===== config.mk =====
export PLATFORM = sky130hd
export DESIGN_NAME = r_channel_ctrl
export DESIGN_NICKNAME = d
export VERILOG_FILES = /design/src/rtl/axi_lite_pkg.sv /design/src/rtl/r_timeout_timer.sv /design/src/rtl/r_channel_ctrl.sv
export SDC_FILE = /design/constraint.sdc
export NUM_CORES = 1
export LEC_CHECK = 0
export CAP_MARGIN = 15
export CORE_MARGIN = 5
export CORE_UTILIZATION = 39
export CTS_CLUSTER_SIZE = 8
export DETAILED_ROUTE_END_ITERATION = 7
export GPL_ROUTABILITY_DRIVEN = 0
export PLACE_DENSITY = 0.8
export SKIP_LAST_GASP = 1
export SLEW_MARGIN = 20
export SYNTH_ARGS = -nofsm -noshare
export SYNTH_HDL_FRONTEND = slang
export SYNTH_HIERARCHICAL = 1
export SYNTH_SLANG_ARGS = --single-unit

===== constraint.sdc =====
create_clock -name clk -period 1.8 [get_ports clk]
set_clock_uncertainty 0.1 [all_clocks]
set_input_delay 0.36 -clock clk [delete_from_list [all_inputs] [get_ports clk]]
set_output_delay 0.36 -clock clk [all_outputs]
set_load 0.01 [all_outputs]

===== src/rtl/axi_lite_pkg.sv =====
// axi_lite_pkg: response/feedback codes and R-stage state encoding shared by the AXI4-Lite read path.
// Rev 1.0
`default_nettype none

package axi_lite_pkg;

  localparam logic [1:0] OKAY   = 2'b00;
  localparam logic [1:0] EXOKAY = 2'b01;
  localparam logic [1:0] SLVERR = 2'b10;
  localparam logic [1:0] DECERR = 2'b11;

  // Codes returned to the AR stage on its RRESP input
  localparam logic [1:0] FB_DONE   = 2'b00;
  localparam logic [1:0] FB_RETRY  = 2'b01;
  localparam logic [1:0] FB_DECERR = 2'b11;

  typedef enum logic [1:0] {
    R_IDLE     = 2'd0,
    R_WAIT_MEM = 2'd1,
    R_RETRY    = 2'd2,
    R_RESP     = 2'd3
  } r_state_e;

endpackage

`default_nettype wire


===== src/rtl/r_timeout_timer.sv =====
// r_timeout_timer: WAIT_MEM watchdog; cleared on load, expires on the TIMEOUT_CYCLES-th enabled cycle.
// Rev 1.0
`default_nettype none

module r_timeout_timer #(
  parameter int TIMEOUT_CYCLES = 16
) (
  input  logic clk,
  input  logic resetn,
  input  logic load,
  input  logic en,
  output logic expired
);

  localparam int CW = (TIMEOUT_CYCLES > 1) ? $clog2(TIMEOUT_CYCLES) : 1;
  localparam logic [CW-1:0] LAST = CW'(TIMEOUT_CYCLES - 1);

  logic [CW-1:0] cnt_q;
  logic [CW-1:0] cnt_d;

  assign expired = en && (cnt_q == LAST);

  always_comb begin
    cnt_d = cnt_q;
    if (load) begin
      cnt_d = '0;
    end else if (en && !expired) begin
      cnt_d = cnt_q + CW'(1);
    end
  end

  always_ff @(posedge clk or negedge resetn) begin
    if (!resetn) begin
      cnt_q <= '0;
    end else begin
      cnt_q <= cnt_d;
    end
  end

endmodule

`default_nettype wire


===== src/rtl/r_channel_ctrl.sv =====
// r_channel_ctrl: AXI4-Lite R stage with decode error, memory-error retry and SLVERR; retry/done feedback to AR.
// Optional WAIT_MEM timeout under macro R_TIMEOUT_EN. Rev 1.0
`default_nettype none

module r_channel_ctrl
  import axi_lite_pkg::*;
#(
  parameter int ADDR_WIDTH     = 5,
  parameter int DATA_WIDTH     = 32,
  parameter int MEM_DEPTH      = 32,
  parameter int RETRY_MAX      = 2,
  parameter int TIMEOUT_CYCLES = 16
) (
  input  logic                  clk,
  input  logic                  resetn,
  input  logic                  REN,
  input  logic [ADDR_WIDTH-1:0] RADDR,
  input  logic                  MEMRVALID,
  input  logic [DATA_WIDTH-1:0] MEMRDATA,
  input  logic                  MEMRERR,
  output logic                  RVALID,
  output logic [DATA_WIDTH-1:0] RDATA,
  output logic [1:0]            RRESP,
  input  logic                  RREADY,
  output logic                  FBVALID,
  output logic [1:0]            FBRESP
);

  localparam int CNT_W = (RETRY_MAX > 0) ? $clog2(RETRY_MAX + 1) : 1;
  localparam logic [CNT_W-1:0] RETRY_LIM = CNT_W'(RETRY_MAX);
  localparam logic [ADDR_WIDTH:0] DEPTH_LIM = (ADDR_WIDTH + 1)'(MEM_DEPTH);

  r_state_e              state_q, state_d;
  logic                  rvalid_q, rvalid_d;
  logic [DATA_WIDTH-1:0] rdata_q, rdata_d;
  logic [1:0]            rresp_q, rresp_d;
  logic                  fbvalid_q, fbvalid_d;
  logic [1:0]            fbresp_q, fbresp_d;
  logic [CNT_W-1:0]      retry_cnt_q, retry_cnt_d;
  logic                  wait_entry;
  logic                  mem_fail;
  logic                  mem_timeout;

`ifdef R_TIMEOUT_EN
  r_timeout_timer #(
    .TIMEOUT_CYCLES(TIMEOUT_CYCLES)
  ) u_timeout_timer (
    .clk    (clk),
    .resetn (resetn),
    .load   (wait_entry),
    .en     (state_q == R_WAIT_MEM),
    .expired(mem_timeout)
  );
`else
  assign mem_timeout = 1'b0;
`endif

  always_comb begin
    state_d     = state_q;
    rvalid_d    = rvalid_q;
    rdata_d     = rdata_q;
    rresp_d     = rresp_q;
    fbvalid_d   = 1'b0;
    fbresp_d    = fbresp_q;
    retry_cnt_d = retry_cnt_q;
    wait_entry  = 1'b0;
    // A real memory response always takes priority over a coincident timeout
    mem_fail    = MEMRVALID ? MEMRERR : mem_timeout;

    case (state_q)
      R_IDLE, R_RETRY: begin
        // REN during the feedback cycle itself is too early for the AR stage
        if (REN && !fbvalid_q) begin
          if ({1'b0, RADDR} >= DEPTH_LIM) begin
            rdata_d  = '0;
            rresp_d  = DECERR;
            rvalid_d = 1'b1;
            state_d  = R_RESP;
          end else begin
            wait_entry = 1'b1;
            state_d    = R_WAIT_MEM;
          end
        end
      end
      R_WAIT_MEM: begin
        if (MEMRVALID && !MEMRERR) begin
          rdata_d  = MEMRDATA;
          rresp_d  = OKAY;
          rvalid_d = 1'b1;
          state_d  = R_RESP;
        end else if (mem_fail) begin
          if (retry_cnt_q < RETRY_LIM) begin
            retry_cnt_d = retry_cnt_q + CNT_W'(1);
            fbvalid_d   = 1'b1;
            fbresp_d    = FB_RETRY;
            state_d     = R_RETRY;
          end else begin
            rdata_d  = '0;
            rresp_d  = SLVERR;
            rvalid_d = 1'b1;
            state_d  = R_RESP;
          end
        end
      end
      R_RESP: begin
        if (RREADY) begin
          rvalid_d    = 1'b0;
          fbvalid_d   = 1'b1;
          fbresp_d    = (rresp_q == DECERR) ? FB_DECERR : FB_DONE;
          retry_cnt_d = '0;
          state_d     = R_IDLE;
        end
      end
      default: state_d = R_IDLE;
    endcase
  end

  always_ff @(posedge clk or negedge resetn) begin
    if (!resetn) begin
      state_q     <= R_IDLE;
      rvalid_q    <= 1'b0;
      rdata_q     <= '0;
      rresp_q     <= OKAY;
      fbvalid_q   <= 1'b0;
      fbresp_q    <= FB_DONE;
      retry_cnt_q <= '0;
    end else begin
      state_q     <= state_d;
      rvalid_q    <= rvalid_d;
      rdata_q     <= rdata_d;
      rresp_q     <= rresp_d;
      fbvalid_q   <= fbvalid_d;
      fbresp_q    <= fbresp_d;
      retry_cnt_q <= retry_cnt_d;
    end
  end

  assign RVALID  = rvalid_q;
  assign RDATA   = rdata_q;
  assign RRESP   = rresp_q;
  assign FBVALID = fbvalid_q;
  assign FBRESP  = fbresp_q;

endmodule

`default_nettype wire

==> summary.txt <==
Die
  • Row Count: 22
  • Chip height: 72.72 um
  • DIE AREA: 5287 um2
  • Die width: 72.72 um
  • Initial core utilization: 0.4098
  • Core Region: 3744 um2
  • I/O pin cnt: 81

Logic synthesis
  • Number of synthesized flops with an enable pin: 0
  • Seq/Total Area, Yosys: 0.6525
  • YS warnings: 6
  • Most common cell in the netlist: dfrtp_1
  • Yosys top cell by area: dfrtp_1
  • Share of the synthesized area in the top cell type: 0.6525
  • Syn Inst Count: 108
  • Synthesized flop and latch total: 40
  • Netlist cell types: 21
  • Post-synth top cells: dfrtp_1 (40), a22o_1 (33), nand2_1 (5), buf_6 (4)
  • Async SR Flop Fraction: 1.000
  • Synthesized area per cell: 14.20 um2
  • Post-Syn Area: 1534 um2
  • Synth area leaders: dfrtp_1 (65%), a22o_1 (19%), buf_6 (2.9%)
  • Ys flop type: dfrtp_1

Critical path
  • Largest stage delay, worst path: 540 ps
  • Critical-path cell list: clkdlybuf4s50_1
  • CP max FO: 3
  • Startpoint types: flop
  • Worst path slowest cell: clkdlybuf4s50_1
  • WP buf/inv: 1
  • WS Path Type: reg2out
  • Worst endpoint data arrival time: 1190 ps
  • CP delay by family, top: buffers and inverters
  • Critical Path RT: 1340 ps
  • Crit. End Element: primary output

Global route
  • Met2 usage: 0.2395
  • Largest net degree at the start of global routing: 34
  • Total GRT Usage: 0.1479
  • Initial antenna violation count: 0
  • Grt total ovfl: 0
  • Grt peak-use layer: met2
  • Met3 Track Usage GR: 0.04683
  • Vias in the first global route: 1178
  • M1 GR Usage: 0.1847
  • First-pass GRT wire length: 5.871 mm

Timing
  • Peak Freq: 0.6064 GHz
  • Fin. max-slew vios: 0
  • Fin crit share: 0.9161
  • Setup Viol. Count Final: 0
  • Min Hold Slack: 383.9 ps
  • Unrepaired setup endpoints after global routing: no
  • Fin. Hold Viols: 0
  • Min Tclk post-route: 1649 ps

Detailed routing
  • Via density: 5.017
  • DR WL/cell: 16.26 um
  • Via count: 1169
  • Final ANT Viol Nets: 0
  • Drt first pass iters: 4
  • DRC Markers: 0
  • Detailed Route WL: 3.789 mm
  • DRT iter0 DRCs: 44

Placement
  • Port bufs: 73
  • Placed cells: 225
  • DP HPWL: 2.884 mm

Final layout
  • Share of cells above drive strength 1: 0.08108
  • Final non-filler cell total: 233
  • Diodes inserted: 0
  • Nets: 228
  • Syn-to-layout area delta: 55.87%

Min path
  • Worst Hold Class: reg2reg

Power and ir drop
  • Peak supply drop: 0.6298 mV
  • Pleak: 1.061 nW
  • PwrDens: 1668 nW/um2

Clocking
  • CTS tree: built
  • CTS H-tree depth: 2
  • Clock sink count: 40
  • Max clock buf depth: 2
  • Post-CTS Setup Bufs: 0
  • CTS Buf Count: 5
  • Clk_lat worst skew: 270 ps
  • Root Buffer: clkbuf_8
  • Post_cts resized: 0
  • CTS clk-pin slew, worst paths: 70 ps

Outcome
  • Status: finished, final reports clean

Run
  • Max-cap violations: 0
==> through the flow <==
step / power [mW] / instance area (um2) / setup TNS (ps) / setup slack (ps) / utilization
floorplan: 2.448 / 1538 / 0 / 411.6 / -
detailed placement: 3.492 / 2303 / -1493 / -67.87 / 0.6153
global placement: 3.427 / 2303 / -363.8 / -16.90 / 0.6153
finish: 3.989 / 2391 / 0 / 151.0 / 0.6387
global route: 4.230 / 2391 / 0 / 80.99 / 0.6387
CTS: 4.049 / 2391 / 0 / 126.7 / 0.6387
==> registers in the layout, indices dropped and copies added, names as in the netlist <==
name	flops
RVALID	1
FBRESP	1
state_q	2
RDATA	32
RRESP	1
FBVALID	1
retry_cnt_q	2
==> path summary, 6_finish.rpt <==
check                             to  slack [ps]       start  cells after the start
setup / recovery              RVALID         150      RVALID                      1
hold / removal             FBRESP[0]         380   FBRESP[0]                      1
setup reg to reg            RDATA[0]         310  state_q[1]                      3
hold reg to reg            FBRESP[0]         380   FBRESP[0]                      1
max in group asynchronous  RDATA[12]         660      resetn                      3
min in group asynchronous  RDATA[27]         480      resetn                      2
==> cell type report <==
cell class / instances / area, um2
multi-input combinational: 58 / 450.4
fill: 301 / 1353
timing repair buffer: 79 / 798.3
clock inverter: 1 / 5.005
inverter: 1 / 3.754
sequential: 40 / 1001
clock buffer: 6 / 72.57
tap: 48 / 60.06
==> what timing repair did <==
| action | in CTS | in global routing |
|---|---|---|
| hold buffers | 1 | 0 |
| setup endpoints to repair | 0 | 0 |
| endpoints found under the hold margin | 17 | 0 |
==> per-layer routing <==
metal / routed length (um) / share of wire / vias up
li1: - / - / 544
met1: 1638 / 0.43 / 558
met2: 1768 / 0.47 / 65
met3: 349 / 0.092 / 2
met4: 34 / 0.0090 / 0
met5: 0 / 0 / -
==> cells in the final DEF, fill, tap and decap left out <==
cell type / Yosys / routed
o21ai_0: 3 / 3
and2_1: 1 / 1
clkdlybuf4s50_1: 0 / 72
nand2b_1: 3 / 3
buf_2: 3 / 1
o211ai_1: 1 / 1
a22o_1: 33 / 33
a21oi_1: 1 / 1
dlygate4sd3_1: 0 / 1
clkbuf_1: 0 / 1
nand2_1: 5 / 5
clkbuf_8: 0 / 5
a21o_1: 1 / 1
nand3b_4: 1 / 1
nand2b_4: 1 / 1
a31oi_1: 1 / 1
dfrtp_1: 40 / 40
nor2_1: 1 / 1
mux2i_1: 2 / 2
buf_4: 3 / 3
conb_1: 1 / 2
clkinv_2: 0 / 1
buf_12: 0 / 2
nor2_2: 1 / 1
nand3_1: 1 / 1
inv_1: 1 / 1
==> kinds of logic after synthesis <==
group | after synthesis | share of synthesized area
AND/OR/NAND/NOR | 14 | 0.06036
flip-flops | 40 | 0.6525
buffers and inverters | 11 | 0.05627
multiplexers | 2 | 0.01305
other | 1 | 0.002445
AO/OA/AOI/OAI | 40 | 0.2153
==> report_power, final <==
| group | switching, mW | internal (mW) |
|---|---|---|
| sequential | 0.277 | 1.35 |
| clock | 0.265 | 0.263 |
| combinational | 0.672 | 1.17 |
Note: power is estimated with default switching activity, not from simulation.
